`config.mk`:
```
export PLATFORM = sky130hd
export DESIGN_NAME = rgb444_to_gray_flat
export DESIGN_NICKNAME = d
export VERILOG_FILES = /design/src/rtl/rgb444_to_gray_if.sv /design/src/rtl/rgb444_to_gray.sv /design/src/flat_wrapper.sv
export SDC_FILE = /design/constraint.sdc
export NUM_CORES = 1
export LEC_CHECK = 0
export CORE_MARGIN = 5
export CORE_UTILIZATION = 58
export DETAILED_ROUTE_END_ITERATION = 12
export GPL_TIMING_DRIVEN = 0
export PLACE_DENSITY_LB_ADDON = 0.3
export SLEW_MARGIN = 25
export SYNTH_ARGS = -nofsm -noshare
export SYNTH_HDL_FRONTEND = slang
export SYNTH_SLANG_ARGS = --single-unit
```
`constraint.sdc`:
```
create_clock -name vga_clk -period 10.6 [get_ports vga_clk]
set_input_delay 2.12 -clock vga_clk [delete_from_list [all_inputs] [get_ports vga_clk]]
set_output_delay 2.12 -clock vga_clk [all_outputs]
set_load 0.03 [all_outputs]
```
`src/rtl/rgb444_to_gray_if.sv`:
```
// ============================================================================
//  Module      : rgb444_to_gray_if
//  Description : Pixel stream bundle into and out of the RGB444-to-luma stage.
//  Revision    : 1.0 - initial release
// ============================================================================
`default_nettype none

interface rgb444_to_gray_if;
  logic        smooth_en;
  logic        pix_valid;
  logic [9:0]  pos_x;
  logic [9:0]  pos_y;
  logic [11:0] rgb_in;
  logic [7:0]  gray;
  logic [9:0]  gray_x;
  logic [9:0]  gray_y;
  logic        gray_valid;

  modport master (
    output smooth_en, pix_valid, pos_x, pos_y, rgb_in,
    input  gray, gray_x, gray_y, gray_valid
  );

  modport slave (
    input  smooth_en, pix_valid, pos_x, pos_y, rgb_in,
    output gray, gray_x, gray_y, gray_valid
  );
endinterface

`default_nettype wire

```
`src/rtl/rgb444_to_gray.sv`:
```
// ============================================================================
//  Module      : rgb444_to_gray
//  Description : RGB444 -> 8-bit luma, 4-cycle pipeline with optional
//                [1 2 1]/4 horizontal smoothing; position/valid kept aligned.
//  Revision    : 1.0 - initial release
// ============================================================================
`default_nettype none

module rgb444_to_gray #(
  parameter int LATENCY = 4,
  parameter int COL_NUM = 640
) (
  input  wire logic           vga_clk,
  input  wire logic           rst_n,
  rgb444_to_gray_if.slave     bus
);

  localparam logic [15:0] C_KR     = 16'd77;
  localparam logic [15:0] C_KG     = 16'd150;
  localparam logic [15:0] C_KB     = 16'd29;
  localparam logic [9:0]  C_X_LAST = 10'(COL_NUM - 1);

  if (LATENCY != 4) begin : g_latency_guard
    $error("rgb444_to_gray: LATENCY is fixed at 4");
  end

  // Stage 1: weighted channels
  logic [15:0] p_r_q, p_g_q, p_b_q;
  logic [9:0]  s1_x_q, s1_y_q;
  logic        s1_v_q, s1_m_q;
  // Stage 2: luma
  logic [7:0]  y2_q;
  logic [9:0]  s2_x_q, s2_y_q;
  logic        s2_v_q, s2_m_q;
  // Stage 3: centre and its left neighbour
  logic [7:0]  c_q, l_q;
  logic [9:0]  c_x_q, c_y_q, l_y_q;
  logic        c_v_q, c_m_q, l_v_q;
  // Stage 4: outputs
  logic [7:0]  gray_q;
  logic [9:0]  gray_x_q, gray_y_q;
  logic        gray_valid_q;
  logic        mode_q;

  logic [7:0]  r8_d, g8_d, b8_d;
  logic        frame_start_d, mode_d;
  logic [15:0] sum_d;
  logic [7:0]  luma_d, left_d, right_d, gray_d;
  logic [9:0]  ssum_d;

  assign r8_d = {bus.rgb_in[11:8], bus.rgb_in[11:8]};
  assign g8_d = {bus.rgb_in[7:4],  bus.rgb_in[7:4]};
  assign b8_d = {bus.rgb_in[3:0],  bus.rgb_in[3:0]};

  // The mode travels with each pixel, so a frame-start change never splits a frame.
  assign frame_start_d = bus.pix_valid && (bus.pos_x == 10'd0) && (bus.pos_y == 10'd0);
  assign mode_d        = frame_start_d ? bus.smooth_en : mode_q;

  assign sum_d  = p_r_q + p_g_q + p_b_q;
  assign luma_d = 8'(sum_d >> 8);

  assign left_d  = (!l_v_q || (l_y_q != c_y_q) || (c_x_q == 10'd0)) ? c_q : l_q;
  assign right_d = (!s2_v_q || (s2_y_q != c_y_q) || (s2_x_q != c_x_q + 10'd1) ||
                    (c_x_q == C_X_LAST)) ? c_q : y2_q;
  assign ssum_d  = {2'b00, left_d} + {1'b0, c_q, 1'b0} + {2'b00, right_d};

  always_comb begin
    gray_d = 8'd0;
    if (c_v_q) begin
      gray_d = c_m_q ? 8'(ssum_d >> 2) : c_q;
    end
  end

  always_ff @(posedge vga_clk) begin
    if (!rst_n) begin
      mode_q       <= 1'b0;
      p_r_q        <= 16'd0;
      p_g_q        <= 16'd0;
      p_b_q        <= 16'd0;
      s1_x_q       <= 10'd0;
      s1_y_q       <= 10'd0;
      s1_v_q       <= 1'b0;
      s1_m_q       <= 1'b0;
      y2_q         <= 8'd0;
      s2_x_q       <= 10'd0;
      s2_y_q       <= 10'd0;
      s2_v_q       <= 1'b0;
      s2_m_q       <= 1'b0;
      c_q          <= 8'd0;
      c_x_q        <= 10'd0;
      c_y_q        <= 10'd0;
      c_v_q        <= 1'b0;
      c_m_q        <= 1'b0;
      l_q          <= 8'd0;
      l_y_q        <= 10'd0;
      l_v_q        <= 1'b0;
      gray_q       <= 8'd0;
      gray_x_q     <= 10'd0;
      gray_y_q     <= 10'd0;
      gray_valid_q <= 1'b0;
    end else begin
      mode_q       <= mode_d;
      p_r_q        <= C_KR * {8'd0, r8_d};
      p_g_q        <= C_KG * {8'd0, g8_d};
      p_b_q        <= C_KB * {8'd0, b8_d};
      s1_x_q       <= bus.pos_x;
      s1_y_q       <= bus.pos_y;
      s1_v_q       <= bus.pix_valid;
      s1_m_q       <= mode_d;
      y2_q         <= luma_d;
      s2_x_q       <= s1_x_q;
      s2_y_q       <= s1_y_q;
      s2_v_q       <= s1_v_q;
      s2_m_q       <= s1_m_q;
      c_q          <= y2_q;
      c_x_q        <= s2_x_q;
      c_y_q        <= s2_y_q;
      c_v_q        <= s2_v_q;
      c_m_q        <= s2_m_q;
      l_q          <= c_q;
      l_y_q        <= c_y_q;
      l_v_q        <= c_v_q;
      gray_q       <= gray_d;
      gray_x_q     <= c_x_q;
      gray_y_q     <= c_y_q;
      gray_valid_q <= c_v_q;
    end
  end

  assign bus.gray       = gray_q;
  assign bus.gray_x     = gray_x_q;
  assign bus.gray_y     = gray_y_q;
  assign bus.gray_valid = gray_valid_q;

endmodule

`default_nettype wire

```
`src/flat_wrapper.sv`:
```
// flat-port wrapper written by rule: the top's interface ports become plain ports
module rgb444_to_gray_flat 
#(
  parameter int LATENCY = 4,
  parameter int COL_NUM = 640
)
  (vga_clk, rst_n, bus_smooth_en, bus_pix_valid, bus_pos_x, bus_pos_y, bus_rgb_in, bus_gray, bus_gray_x, bus_gray_y, bus_gray_valid);
  rgb444_to_gray_if bus_i ();
  input  wire logic vga_clk;
  input  wire logic rst_n;
  input wire logic [$bits(bus_i.smooth_en)-1:0] bus_smooth_en;
  input wire logic [$bits(bus_i.pix_valid)-1:0] bus_pix_valid;
  input wire logic [$bits(bus_i.pos_x)-1:0] bus_pos_x;
  input wire logic [$bits(bus_i.pos_y)-1:0] bus_pos_y;
  input wire logic [$bits(bus_i.rgb_in)-1:0] bus_rgb_in;
  output wire logic [$bits(bus_i.gray)-1:0] bus_gray;
  output wire logic [$bits(bus_i.gray_x)-1:0] bus_gray_x;
  output wire logic [$bits(bus_i.gray_y)-1:0] bus_gray_y;
  output wire logic [$bits(bus_i.gray_valid)-1:0] bus_gray_valid;
  assign bus_i.smooth_en = bus_smooth_en;
  assign bus_i.pix_valid = bus_pix_valid;
  assign bus_i.pos_x = bus_pos_x;
  assign bus_i.pos_y = bus_pos_y;
  assign bus_i.rgb_in = bus_rgb_in;
  assign bus_gray = bus_i.gray;
  assign bus_gray_x = bus_i.gray_x;
  assign bus_gray_y = bus_i.gray_y;
  assign bus_gray_valid = bus_i.gray_valid;
  rgb444_to_gray #(.LATENCY(LATENCY), .COL_NUM(COL_NUM)) u_core (.vga_clk(vga_clk), .rst_n(rst_n), .bus(bus_i));
endmodule
```
==> results of run 1 <==
cell families (layout without fill, tap and decap cells):
group | count (synthesis) | count (layout) | synth area share
AND/OR/NAND/NOR | 266 | 266 | 0.164
buffers and inverters | 137 | 233 | 0.0585
adder cells (fa/ha/maj) | 157 | 157 | 0.252
flip-flops | 162 | 162 | 0.356
multiplexers | 25 | 25 | 0.0279
AO/OA/AOI/OAI | 98 | 98 | 0.0754
XOR/XNOR | 69 | 69 | 0.0663
worst max-delay path, cell delays in order:
cell             delay [ps]
clkdlybuf4s50_1         720
fa_1                    500
ha_1                    330
inv_1                    60
fa_1                    500
inv_1                    40
ha_1                    330
a21oi_1                 230
o21bai_1                100
a21oi_1                 260
o21bai_1                130
a21oi_1                 250
o21bai_1                 90
a21oi_1                 180
mux2_2                  360
area by class of cell:
cell class | count | area (sq um) | area share
plain buffers | 22 | 101 | 0.00956
clock buffers | 17 | 425 | 0.0401
clock inverters | 15 | 148 | 0.0139
inverters | 115 | 432 | 0.0407
multi-input cells | 615 | 5340 | 0.504
flip-flops and latches | 162 | 3240 | 0.306
well taps | 211 | 264 | 0.0249
repair buffers | 64 | 641 | 0.0604
through the flow:
step                       util  instances  worst slack (ps)  power, uW
after floorplan               -        914              5410       1250
after global placement    0.654       1189              4480       1380
after detailed placement  0.655       1189              4350       1400
after CTS                 0.692       1221              4720       2000
after global routing      0.692       1221              4500       2120
final                     0.692       1221              4720       1980
power by group through the flow:
stage / registers, uW / clock network [uW] / logic, uW
finish: 726 / 580 / 676
global route: 735 / 614 / 775
CTS: 727 / 588 / 682
detailed placement: 740 / 0 / 663
global placement: 738 / 0 / 644
floorplan: 729 / 0 / 523
synthesized netlist by cell type (all sizes together), types with 3 or more instances:
cell type    n
o21ai       13
nor4         6
a211oi       4
nand3       12
a31oi        3
o31a         4
clkbuf      15
o31ai        3
fa          44
xnor2       46
nor2b        3
mux2         3
a21oi       31
mux2i       22
nor3b        4
dfxtp      162
nand2b       7
and3         3
a21o        10
o21bai      15
or2          3
nor4b        3
buf          7
nor3         9
nor2        70
nand2       16
o21a         3
inv        115
nand4        9
and2       107
xor2        23
or4          4
ha         113
nand4b       3
per-layer routing:
metal / vias to the layer above / wire length (um)
li1: 3166 / -
met4: 0 / 396
met1: 2875 / 7620
met5: - / 0
met3: 34 / 619
met2: 111 / 8590
flip-flops by register name (all words and copies together) (netlist names), 10 cells and up:
name and cells:
u_core.bus.gray_x 10, u_core.c_x_q 10, u_core.s2_y_q 10, u_core.p_g_q 15, u_core.c_y_q 10, u_core.s1_x_q 10, u_core.s2_x_q 10, u_core.p_b_q 13
u_core.s1_y_q 10, u_core.p_r_q 15, u_core.l_y_q 10
worst max-delay path by stage:
stage                                   to     startpoint  slack, ps  cells past startpoint
3_5_place_dp   u_core.p_b_q[12]$_SDFF_PN0_  bus_rgb_in[2]       4350                     15
6_report       u_core.p_b_q[12]$_SDFF_PN0_  bus_rgb_in[2]       4720                     15
4_1_cts        u_core.p_b_q[12]$_SDFF_PN0_  bus_rgb_in[2]       4720                     15
3_3_place_gp   u_core.p_b_q[12]$_SDFF_PN0_  bus_rgb_in[2]       4480                     15
5_1_grt        u_core.p_b_q[12]$_SDFF_PN0_  bus_rgb_in[3]       4500                     15
2_1_floorplan  u_core.p_b_q[12]$_SDFF_PN0_  bus_rgb_in[1]       5410                     14
==> results.yml, run 1 <==
run_status:
  status: "completed"
die:
  dieHeight_um: 135
  io_pins: 65
  row_count: 45
  die-area_sq_um: 18300
  coreArea_sq_um: 15300
  start_util: 0.595
  dieWidth_um: 135
routing:
  wl_per_cell_um: 14.1
  drt.antenna.violating_nets: 0
  routed_wirelength_um: 17200
  firstDrtPassIters: 4
  drt_iter0_markers: 217
  vias_per_cell: 5.07
  drc_errors: 0
  vias: 6186
pwr:
  clockPowerShare: 0.292
  power_frac_seq: 0.366
  vdd_drop_max_uv: 133
  switching_power_uw: 673
  sw_frac_of_total: 0.339
  p_leak_uw: 0.00488
  power.density_nw_per_um2: 187
  pwr-share-comb: 0.341
  p_int_uw: 1310
setup_path:
  cp-end-kind: "flip-flop"
  required_ps: 10910
  r2r-end: "u_core.bus.gray[5]$_SDFF_PN0_"
  criticalPathCategory: "input pin to flip-flop"
  worstReg2RegStart: "u_core.c_x_q[1]$_SDFF_PN0_"
  worstPathArrival_ps: 6200
  worst_r2r_path_depth: 19
  ff2ff_setup_slack_ps: 5890
  start_kind: "input pin"
  crit_fanout: 7
synthesis:
  ys.warnings.count: 0
  synthCells: 914
  synth_area_sq_um: 9110
  synthDistinctLibCells: 62
  synth_edf_count: 0
  yosysSeqAreaShare: 0.356
  synth_seq_cells: 162
  synth_top_cell_area_share: 0.356
  synth_nets: 1107
  syn_avg_cell_area_sq_um: 9.97
  ys.flop_type: "dfxtp_1"
  synth_area_leaders: "dfxtp_1, ha_1, fa_1"
  ys_async_sr_fraction: 0
  yosysTopAreaCell: "dfxtp_1"
placement:
  place.gp.congestion: 0.867
  port_buffers: 64
  hpwlAfterDp_um: 13600
  dpl-instance-area_sq_um: 10000
cts:
  cts_sinks: 162
  max-clock-path-buffers: 2
  cts-root-buf: "clkbuf_16"
  cts-htree-levels: 4
  cts_tree: "built"
  worst_skew_pair.late_latency_ps: 430
  cts_buffers: 17
  cts_hold_buf: 0
  clk_pin_slew_ps: 70
  postCtsSetupBuffers: 0
  ctsResizeCount: 0
timing:
  hold_ws_ps: 432
  rsz0062_at_grt: "false"
  min_period_over_period: 0.555
  fin_setup_tns_ps: 0
  fin_crit_ps: 5880
  tightest_slew_ps: 689
  finalClockSkew_ps: 6.77
  final_hold_viol_count: 0
  slew_viol_final: 0
  finalSetupViolCount: 0
  relSlewSlack: 0.537
  fmax_ghz: 0.170
global_routing:
  grt_overflow: 0
  use_met3: 0.0364
  grt_util_met1: 0.246
  grt_pass1_wl_um: 29500
  grt_pass1_vias: 6386
  grt_antenna_before_repair: 0
  grt_use_total: 0.202
  grt_max_degree: 18
  grt_busiest_layer: "met2"
  use_met2: 0.356
cells_and_area:
  antennaDiodeCount: 0
  final_common_cell: "dfxtp_1"
  layout_common_cells: "dfxtp_1, inv_1, ha_1"
  drive_gt1_frac: 0.0515
  syn_to_final_growth_pct: 16.3
  fin_nets: 1190
  postLayoutCellArea_sq_um: 10600
  fillCellCount: 1184
hold_path:
  hold_path_end: "u_core.s2_y_q[2]$_SDFF_PN0_"
  hold_class: "flip-flop to flip-flop"
  hold_depth: 1
  min_from: "u_core.s1_y_q[2]$_SDFF_PN0_"
job:
  maxCapViolations: 0
No activity file was read; power rests on OpenSTA's default activity.
==> run 2: changes to the inputs <==
--- a/config.mk
+++ b/config.mk
@@ -6,7 +6,7 @@
 export NUM_CORES = 1
 export LEC_CHECK = 0
 export CORE_MARGIN = 5
-export CORE_UTILIZATION = 58
+export CORE_UTILIZATION = 54
 export DETAILED_ROUTE_END_ITERATION = 12
 export GPL_TIMING_DRIVEN = 0
 export PLACE_DENSITY_LB_ADDON = 0.3
==> constraint.sdc (replaced) <==
create_clock -name vga_clk -period 4.96 [get_ports vga_clk]
set_input_delay 0.992 -clock vga_clk [delete_from_list [all_inputs] [get_ports vga_clk]]
set_output_delay 0.992 -clock vga_clk [all_outputs]
set_load 0.03 [all_outputs]
==> run 2 against run 1 <==
Flip-flop and latch count unchanged. Non-clock buffer count is 1 higher. Clock-buffer cell count is 1 higher. Sequential power rose by 110%. Sequential share of layout area is 0.15 points lower. Combinational power rose by 110%.
==> results.yml, run 2 (synthesized netlist as in run 1, its figures left out) <==
routing:
  wl_per_cell_um: 13.8
  drt.antenna.violating_nets: 0
  drc_errors: 0
  vias: 6144
  routed_wirelength_um: 17000
  vias_per_cell: 4.99
  firstDrtPassIters: 4
  drt_iter0_markers: 192
cts:
  worst_skew_pair.late_latency_ps: 430
  clk_pin_slew_ps: 70
  cts_tree: "built"
  ctsResizeCount: 0
  cts_sinks: 162
  max-clock-path-buffers: 2
  cts_buffers: 17
  cts_hold_buf: 0
  cts-root-buf: "clkbuf_16"
  postCtsSetupBuffers: 0
  cts-htree-levels: 4
placement:
  port_buffers: 64
  hpwlAfterDp_um: 13600
  place.gp.congestion: 0.886
cells_and_area:
  postLayoutCoreUtil: 0.642
  top_regs: "u_core.p_g_q x15, u_core.p_r_q x15, u_core.p_b_q x13"
  syn_to_final_growth_pct: 16.9
  fin_nets: 1191
  final_common_cell: "dfxtp_1"
  drive_gt1_frac: 0.0524
  layout_common_cells: "dfxtp_1, inv_1, ha_1"
  fillCellCount: 1357
  antennaDiodeCount: 0
die:
  io_pins: 65
  start_util: 0.549
  die-area_sq_um: 19600
  coreArea_sq_um: 16600
  dieWidth_um: 140
  row_count: 47
  dieHeight_um: 140
setup_path:
  r2r-end: "u_core.bus.gray[7]$_SDFF_PN0_"
  worstPathArrival_ps: 4990
  cp-end-kind: "flip-flop"
  crit_fanout: 7
  worstReg2RegStart: "u_core.c_x_q[1]$_SDFF_PN0_"
  criticalPathCategory: "input pin to flip-flop"
  required_ps: 5270
  worst_r2r_path_depth: 20
  ff2ff_setup_slack_ps: 420
  start_kind: "input pin"
pwr:
  vdd_drop_max_uv: 270
  p_leak_uw: 0.00489
  power.density_nw_per_um2: 403
timing:
  finalClockSkew_ps: 6.75
  fin_crit_ps: 4680
  fmax_ghz: 0.214
  min_period_over_period: 0.943
  finalSetupViolCount: 0
  relSlewSlack: 0.517
  rsz0062_at_grt: "false"
  tightest_slew_ps: 718
  fin_setup_tns_ps: 0
  final_hold_viol_count: 0
  slew_viol_final: 0
global_routing:
  grt_antenna_before_repair: 0
  grt_use_total: 0.183
  grt_pass1_vias: 6238
  grt_pass1_wl_um: 29000
  grt_overflow: 0
  grt_max_degree: 18
job:
  maxCapViolations: 0
hold_path:
  hold_path_end: "u_core.s2_y_q[3]$_SDFF_PN0_"
  hold_class: "flip-flop to flip-flop"
  hold_depth: 1
  min_from: "u_core.s1_y_q[3]$_SDFF_PN0_"
run_status:
  status: "completed"
run 2: changes by cell type in the layout (fill, tap and decap cells not counted), sizes merged:
cell	previous run	this run
clkbuf	32	33
buf	7	8
clkinv	7	5
bufinv	0	1
run 2: worst max-delay path, stage by stage:
cell and delay (ps):
clkdlybuf4s50_1 700, fa_1 490, ha_1 310, inv_1 60, fa_1 490, inv_1 40, ha_1 330, a21oi_1 210
o21bai_1 90, a21oi_1 240, o21bai_1 90, a21oi_1 240, o21bai_1 90, a21oi_1 230, mux2_2 370
run 2: per-stage QoR:
step	power [uW]	area (sq um)	instances	hold WS [ps]	setup slack [ps]
6_report	4290	10700	1231	427	281
2_1_floorplan	2680	9110	914	412	835
3_5_place_dp	2990	10000	1198	417	-138
3_3_place_gp	2960	10000	1198	418	-85.8
4_1_cts	4330	10600	1230	429	270
5_1_grt	4600	10700	1231	448	0.807
run 2: layout make-up:
class                      instances  area, sq um  area share
multi-input combinational        615         5340       0.502
clock inverter                    14          168      0.0157
clock buffer                      18          439      0.0412
timing repair buffer              65          648      0.0609
buffer                            22          101     0.00952
sequential                       162         3240       0.305
tap                              220          275      0.0258
inverter                         115          432      0.0405
run 2: layer usage:
| layer | wire length, um | track usage | up-vias | share of wire |
|---|---|---|---|---|
| met1 | 7770 | 0.226 | 2838 | 0.46 |
| met3 | 691 | 0.0443 | 27 | 0.041 |
| met4 | 305 | 0.0530 | 0 | 0.018 |
| met5 | 0 | 0 | - | 0 |
| li1 | - | - | 3176 | - |
| met2 | 8240 | 0.319 | 103 | 0.48 |
run 2: where the power goes:
part	internal, uW	switching, uW	total (uW)	leakage [uW]
logic	668	760	1430	0.00327
clock network	732	576	1310	0.000295
registers	1460	91.6	1550	0.00133
total	2860	1430	4290	0.00489
run 2: how the worst max path moves through the flow:
stage	startpoint	to	slack, ps	cells past startpoint
3_3_place_gp	bus_rgb_in[2]	u_core.p_b_q[12]$_SDFF_PN0_	-90	15
4_1_cts	u_core.c_x_q[1]$_SDFF_PN0_	u_core.bus.gray[7]$_SDFF_PN0_	270	20
5_1_grt	bus_rgb_in[10]	u_core.p_r_q[13]$_SDFF_PN0_	0.8	16
6_report	bus_rgb_in[2]	u_core.p_b_q[12]$_SDFF_PN0_	280	15
3_5_place_dp	bus_rgb_in[2]	u_core.p_b_q[12]$_SDFF_PN0_	-140	15
2_1_floorplan	u_core.c_x_q[1]$_SDFF_PN0_	u_core.bus.gray[7]$_SDFF_PN0_	830	19
